--- config.mk ---
export PLATFORM = sky130hd
export DESIGN_NAME = score_keeper
export DESIGN_NICKNAME = d
export VERILOG_FILES = /design/src/rtl/score_keeper.sv
export SDC_FILE = /design/constraint.sdc
export NUM_CORES = 1
export LEC_CHECK = 0
export ABC_AREA = 1
export CAP_MARGIN = 20
export CORE_MARGIN = 2
export CORE_UTILIZATION = 33
export CTS_CLUSTER_DIAMETER = 80
export DETAILED_ROUTE_END_ITERATION = 16
export SYNTH_ARGS = -nofsm -noshare
export SYNTH_HDL_FRONTEND = slang
export SYNTH_SLANG_ARGS = --single-unit
export TNS_END_PERCENT = 100
--- constraint.sdc ---
create_clock -name i_clk -period 2.4 [get_ports i_clk]
set_clock_uncertainty 0.05 [all_clocks]
set_input_delay 0.36 -clock i_clk [delete_from_list [all_inputs] [get_ports i_clk]]
set_output_delay 0.36 -clock i_clk [all_outputs]
set_load 0.02 [all_outputs]
--- src/rtl/score_keeper.sv ---
// score_keeper: judges lane presses against targets and expiries, keeps saturating hit/miss counts
// Ports:
//   i_clk           system clock
//   i_rst_n         asynchronous active-low reset
//   i_state [2:0]   game state code from the top-level FSM
//   i_btn [3:0]     per-lane button level (synchronised, debounced)
//   i_target [3:0]  per-lane target present
//   i_target_expire one-cycle pulse, a target left the window unhit
//   o_score [3:0]   hit count, saturates at 15
//   o_miss [3:0]    miss count, saturates at MAX_MISS
//   o_hit_pulse     one-cycle strobe when score increments
//   o_miss_pulse    one-cycle strobe when miss increments
//   o_game_over     high while in OVER
module score_keeper #(
   parameter int unsigned MAX_MISS = 9,
   parameter int unsigned LOCKOUT  = 4,
   parameter logic [2:0]  ST_IDLE  = 3'b000,
   parameter logic [2:0]  ST_PLAY  = 3'b001,
   parameter logic [2:0]  ST_PAUSE = 3'b010
) (
   input  logic       i_clk,
   input  logic       i_rst_n,
   input  logic [2:0] i_state,
   input  logic [3:0] i_btn,
   input  logic [3:0] i_target,
   input  logic       i_target_expire,
   output logic [3:0] o_score,
   output logic [3:0] o_miss,
   output logic       o_hit_pulse,
   output logic       o_miss_pulse,
   output logic       o_game_over
);
   localparam int unsigned LW = (LOCKOUT > 0) ? $clog2(LOCKOUT + 1) : 1;
   typedef enum logic [1:0] {S_IDLE, S_PLAY, S_PAUSE, S_OVER} fsm_t;
   fsm_t r_fsm, w_fsm_nx;
   logic [3:0] r_btn_q, r_score, r_miss, w_score_nx, w_miss_nx, w_press;
   logic [LW-1:0] r_lock, w_lock_nx;
   logic r_hit_pulse, r_miss_pulse;
   logic w_judge, w_hit, w_wrong, w_score_inc, w_miss_inc;
   // presses are rising edges, suppressed entirely while the lockout runs
   assign w_press     = i_btn & ~r_btn_q & {4{r_lock == '0}};
   // ST_IDLE overrides everything, so no judging on the clearing edge
   assign w_judge     = (r_fsm == S_PLAY) && (i_state != ST_IDLE);
   assign w_hit       = |(w_press & i_target);
   assign w_wrong     = |(w_press & ~i_target);
   assign w_score_inc = w_judge && w_hit && (r_score != 4'd15);
   assign w_miss_inc  = w_judge && (w_wrong || i_target_expire) && (r_miss < 4'(MAX_MISS));
   always_comb begin
      w_fsm_nx   = r_fsm;
      w_score_nx = r_score + {3'd0, w_score_inc};
      w_miss_nx  = r_miss + {3'd0, w_miss_inc};
      w_lock_nx  = r_lock;
      if (w_judge)
         w_lock_nx = |w_press ? LW'(LOCKOUT) : ((r_lock != '0) ? r_lock - LW'(1) : r_lock);
      if (i_state == ST_IDLE) begin
         w_fsm_nx   = S_IDLE;
         w_score_nx = '0;
         w_miss_nx  = '0;
         w_lock_nx  = '0;
      end else begin
         case (r_fsm)
            S_IDLE:  w_fsm_nx = (i_state == ST_PLAY) ? S_PLAY : S_IDLE;
            // reaching the miss limit wins over a simultaneous pause request
            S_PLAY:  w_fsm_nx = (w_miss_inc && w_miss_nx == 4'(MAX_MISS)) ? S_OVER :
                                (i_state == ST_PAUSE) ? S_PAUSE : S_PLAY;
            S_PAUSE: w_fsm_nx = (i_state == ST_PLAY) ? S_PLAY : S_PAUSE;
            default: w_fsm_nx = S_OVER;
         endcase
      end
   end
   always_ff @(posedge i_clk or negedge i_rst_n) begin
      if (!i_rst_n) begin
         r_fsm        <= S_IDLE;
         r_btn_q      <= 4'hF;
         r_score      <= '0;
         r_miss       <= '0;
         r_lock       <= '0;
         r_hit_pulse  <= 1'b0;
         r_miss_pulse <= 1'b0;
      end else begin
         r_fsm        <= w_fsm_nx;
         r_btn_q      <= i_btn;
         r_score      <= w_score_nx;
         r_miss       <= w_miss_nx;
         r_lock       <= w_lock_nx;
         r_hit_pulse  <= w_score_inc;
         r_miss_pulse <= w_miss_inc;
      end
   end
   assign o_score      = r_score;
   assign o_miss       = r_miss;
   assign o_hit_pulse  = r_hit_pulse;
   assign o_miss_pulse = r_miss_pulse;
   assign o_game_over  = (r_fsm == S_OVER);
endmodule

# Word level (Yosys, flattened, before mapping)
# Index checks and enable logic that the tools add are counted.
[totals] wordCells=54 register_bits=19 out_inout_bits=11 inputBits=14
[op_classes] reduce_logical=18 bitwise_logic=6 muxes=12 n_addsub=3 order_cmp=1 n_eq_ne=7
[ops] op="4-bit AND" count=4
[ops] op="3-bit two-way mux" count=4
[ops] op="4-bit OR reduction" count=3
[ops] op="3-bit nonzero test" count=3
[ops] op="4-bit by 1-bit adder with 4-bit output" count=2
[ops] op="2-bit two-way mux" count=4
[ops] op="4-bit two-way mux" count=2
[ops] op="4-bit NOT" count=2
[ops] op="1-bit logical AND" count=6
[ops] op="3-bit logical NOT" count=2
[ops] op="2-bit case mux with 3 select lines" count=1
[ops] op="2-bit equality test, second input constant" count=2
[ops] op="4-bit equality test, second input constant" count=1
[ops] op="4-bit < comparator, second input constant" count=1
[ops] op="4-bit != test, second input constant" count=1
[ops] op="3-bit by 1-bit equality test with 1-bit output, second input constant" count=1
[ops] op="3-bit by 2-bit equality test with 1-bit output, second input constant" count=1
[ops] op="3-bit by 1-bit subtractor with 3-bit output, second input constant" count=1
[ops] op="2-bit by 1-bit equality test with 1-bit output, second input constant" count=1
[ops] op="2-bit logical NOT" count=1
[ops] op="2-bit AND reduction" count=1
[ops] op="2-bit nonzero test" count=1
[ops] op="1-bit logical OR" count=1
[ops] op="1-bit two-way mux" count=1

# Longest topological paths before layout
[depth] ltp_word=14 ltp_mapped=17 mapped_depth_nobuf=17

# Least setup slack after synthesis
# No wires, ideal clock.
[synth_timing] path_type="reg-to-reg" from="register r_lock[0]" to="register r_fsm[0]" setup_time_ps=73 period_less_slack_ps=2230 setup_slack_ps=170 n_path_buf=0 t_arrival_ps=2107 path_stages_with_launch=18 required_ps=2277 cell_sequence="dfrtp_1 inv_1 ha_1 inv_1 nor2_2 nand2_2 nor2_1 nor2_1 nand2_2 nand2_1 nor2_1 ha_1 ha_1 xnor2_1 nand3_1 nor2_1 nand3_2 a21oi_2"
[synth_between] elab_chain_cells=13
[synth_rtl] element="start, declared" line_no="37" rtl="logic [LW-1:0] r_lock, w_lock_nx;"
[synth_rtl] element="start signal, assigned" line_no="85" rtl="r_lock <= w_lock_nx;"
[synth_rtl] element="3-bit logical NOT (*)" line_no="41" rtl="assign w_press = i_btn & ~r_btn_q & {4{r_lock == '0}};"
[synth_rtl] element="4-bit AND (*)" line_no="41"
[synth_rtl] element="4-bit AND (*)" line_no="45" rtl="assign w_wrong = |(w_press & ~i_target);"
[synth_rtl] element="4-bit OR reduction (*)" line_no="45"
[synth_rtl] element="1-bit logical OR (*)" line_no="47" rtl="assign w_miss_inc = w_judge && (w_wrong || i_target_expire) && (r_miss < 4'(MAX_MISS));"
[synth_rtl] element="1-bit logical AND (*) (2 in series)" line_no="47"
[synth_rtl] element="net w_miss_inc" line_no="39" rtl="logic w_judge, w_hit, w_wrong, w_score_inc, w_miss_inc;"
[synth_rtl] element="4-bit by 1-bit adder with 4-bit output" line_no="51" rtl="w_miss_nx = r_miss + {3'd0, w_miss_inc};"
[synth_rtl] element="4-bit equality test" line_no="64" rtl="S_PLAY: w_fsm_nx = (w_miss_inc && w_miss_nx == 4'(MAX_MISS)) ? S_OVER :"
[synth_rtl] element="1-bit logical AND (*)" line_no="64"
[synth_rtl] element="2-bit two-way mux (*)" line_no="64"
[synth_rtl] element="2-bit case mux with 3 select lines (*)" line_no="61" rtl="case (r_fsm)"
[synth_rtl] element="2-bit two-way mux (*)" line_no="55" rtl="if (i_state == ST_IDLE) begin"
[synth_rtl] element="net w_fsm_nx[0]" line_no="35" rtl="fsm_t r_fsm, w_fsm_nx;"
[synth_rtl] element="end signal, assigned" line_no="81" rtl="r_fsm <= w_fsm_nx;"
[synth_rtl] element="end, declared" line_no="35"
# The timed path passes the listed nets; every way through them passes the cells marked *.
# A chain may end at the register's enable or synchronous reset.

# Worst setup path after layout
# Same ends and word-level chain as after synthesis.

==> results by group <==
STA
  • Min Tclk post-route: 2.38 ns
  • Fin. max-slew vios: 0
  • Worst hold slack: 0.321 ns
  • Final Hold Vio Count: 0
  • Max-slew headroom: roughly 80%
  • Tcrit/Tclk final: 99.1%
  • Max Clk Rate: 421 MHz
  • Unrepaired setup endpoints after global routing: true
  • Worst Max-Slew Pin Slew: 0.331 ns
  • Setup violators final: 0

Cells and area
  • P&R area growth vs syn: 50.0%
  • Area of the multi-input gates: 542 um2
  • Layout cells sized above 1: between 20 and 30%
  • Reg area: ~480 um2
  • Fillers: 284
  • Ant diodes: 0
  • NumNets Final: a little under 200
  • Post-Layout Cell Count: 217
  • Final instance area: around 1600 um2

Detailed routing
  • Via/cell ratio: 4.30
  • 1st-pass router iterations: 4
  • DRC viols: 0
  • DR vias: 934
  • Wirelength per Cell: around 11 um
  • Routed Antenna Nets: 0
  • 1st-iter DRT viols: 16
  • Final wirelength: 2480 um

Worst setup path
  • Critical Path RT: 2.58 ns
  • Critical path's slowest cell: dfrtp_1
  • Max incr delay on CP: 0.41 ns
  • Startpoint Class: flop
  • Crit Path Max Fanout: 4
  • Crit Path Class: flop to flop
  • Crit path cell chain: inv_2 > ha_4 > inv_2 > nor2_4 > nand2_2 > nor2_1 > nor2_2 > nand2_2 > nand2_2 > nor2_2 > ha_2 > buf_6 > nand3_4 > xor2_2 > nor2_2 > nand3_2 > a21oi_2
  • Crit path DAT: 2.56 ns
  • Critical path endpoint category: flop

Power
  • Power Dens Cells: 865 nW/um2
  • VDD IR max: between 0.0005 and 0.0006 V
  • Lkg Pwr: ~0.00077 uW

Floorplan
  • Die width: 60.2 um
  • # rows: 20
  • I/O pin count: 25
  • Die extent in y: 60.2 um
  • Die area: around 3600 um2
  • Core ar.: 3030 um2
  • Starting Density: 34.4%

Synthesis
  • Synthesis warning total: 0
  • Ys async rst share: 100%
  • Avg Cell Area, Syn: 8.07 um2
  • Yosys cell types: 22
  • Syn Inst Count: 129
  • Synth Flop Type: dfrtp_1
  • Net Count, Synth: roughly 150
  • Number of flops mapped to enable cells by yosys: 0
  • Register bit total from synthesis: 19
  • Post-synthesis sequential area ratio: between 40 and 50%
  • Mapped Area: 1040 um2

Clock network
  • Root buf cell: clkbuf_4
  • Clock Path Buffers: 2
  • Total CTS buffers: 3
  • TritonCTS clock tree: done
  • Htree depth: 1
  • TritonCTS Sinks: 19
  • Skew-Pair Late Insertion Delay: 0.31 ns
  • Clock-pin slew on the worst setup and hold paths: 0.12 ns

Place
  • Placed cells: ~210
  • HPWL Detailed: 1740 um
  • RD Place Congestion: 0.856
  • Placed cell area: around 1400 um2
  • PortBufs: 24

Global route
  • Number of global-route vias before repair: between 900 and 1000
  • Initial antenna violation count: 0
  • First-pass GRT wire length: 3870 um
  • Congestion Overflow GR: 0
  • Largest net degree at the start of global routing: 20
  • Global Route Usage Sum: 14.3%

Status
  • Status: complete, no violations

Min path
  • Min-delay worst type: input pin to async pin

Run
  • Max Cap Violations: 0
## per-stage QoR
stage / setup TNS (ns) / util (%) / setup slack, ns / power, uW
after CTS: 0 / 49.0 / 0.00843 / 1280
after global routing: -0.156 / 51.6 / -0.112 / 1470
after detailed placement: -0.246 / 46.9 / -0.158 / 1050
after global placement: -0.0482 / 46.9 / -0.0482 / 1030
final: 0 / 51.6 / 0.0226 / 1350
after floorplan: 0 / - / 0.170 / 808
## synth_stat cells (2+ instances only)
library cell   n  area share [%]
dfstp_2        4              10
inv_1         23             8.3
o21ai_0        2            0.96
inv_2          2            0.72
ha_1           6             7.2
xor2_1         3             2.5
nand2_2        5             3.0
nand2_1       21             7.6
nor2_2         4             2.4
nand4_1        2             1.2
nand3_1        8             3.8
dfrtp_1       15              36
nor3_1         2            0.96
nor2_1        23             8.3
xnor2_1        2             1.7
## cells in the final DEF, fill, tap and decap left out, types with 2 or more instances in the layout
master	count
nor2_2	6
nand2_2	6
inv_2	5
inv_1	20
clkdlybuf4s50_1	24
ha_1	3
dfstp_2	4
nor2_1	20
nor3_1	2
dfrtp_1	15
buf_4	15
o21ai_0	2
clkbuf_4	3
ha_4	2
nand3_1	6
nand2_1	20
nand3_2	2
nand4_1	2
xor2_1	2
## final cells by class
cell class	instances	share of cell area (%)
clock buffer	4	1.68
multi-input combinational	85	34.7
inverter	25	6.01
sequential	19	30.8
timing repair buffer	40	23.3
tap	44	3.53
## logic make-up (layout without fill, tap and decap cells)
| group | after synthesis | after routing | share of synthesized area (%) |
|---|---|---|---|
| compound gates | 7 | 7 | 4.45 |
| xor+xnor | 5 | 5 | 4.21 |
| fa+ha+maj | 6 | 6 | 7.21 |
| buf+inv | 25 | 69 | 9.01 |
| flops | 19 | 19 | 46.2 |
| simple gates | 67 | 67 | 29.0 |
## state kept, by name (all words and copies together) (netlist names)
register / flops
o_hit_pulse: 1
o_miss: 4
o_miss_pulse: 1
o_score: 4
r_btn_q: 4
r_fsm: 2
r_lock: 3
## where the power goes
part,leakage (uW),switching [uW],total [uW],internal (uW)
sequential,0.000240,86.0,480,394
combinational,0.000511,351,702,351
clock,0.0000150,104,169,64.7
## final timing paths
path	startpoint	slack (ns)	depth (start not counted)	end
max	r_lock[0]	0.02	17	r_fsm[0]
min	i_rst_n	0.32	2	r_lock[0]
max reg2reg	r_lock[0]	0.02	17	r_fsm[0]
min reg2reg	r_lock[1]	0.52	2	r_lock[1]
max in group asynchronous	i_rst_n	1.72	2	r_btn_q[0]
min in group i_clk	i_btn[1]	0.42	1	r_btn_q[1]
## routing by layer
layer / vias to the layer above / routed length (um) / track usage [%]
li1: 483 / - / -
met1: 428 / 1080 / 17.9
met2: 21 / 1280 / 24.1
met3: 2 / 108 / 4.11
met4: 0 / 17 / 3.81
met5: - / 0 / 0
## what timing repair did
action / in CTS / in global routing
hold buffers: 0 / 0
resized for setup: 9 / 10
pin swaps: 4 / 10
buffers inserted: 2 / 3
setup endpoints to repair: 2 / 2
## worst max-delay path, delay by kind of cell (launching register included)
family / cells / cell delay (ns)
AO/OA/AOI/OAI: 1 / 0.14
XOR/XNOR: 1 / 0.20
adder cells (fa/ha/maj): 2 / 0.37
buffers and inverters: 3 / 0.24
flip-flops: 1 / 0.41
AND/OR/NAND/NOR: 10 / 0.89
No activity file was read; power rests on OpenSTA's default activity.
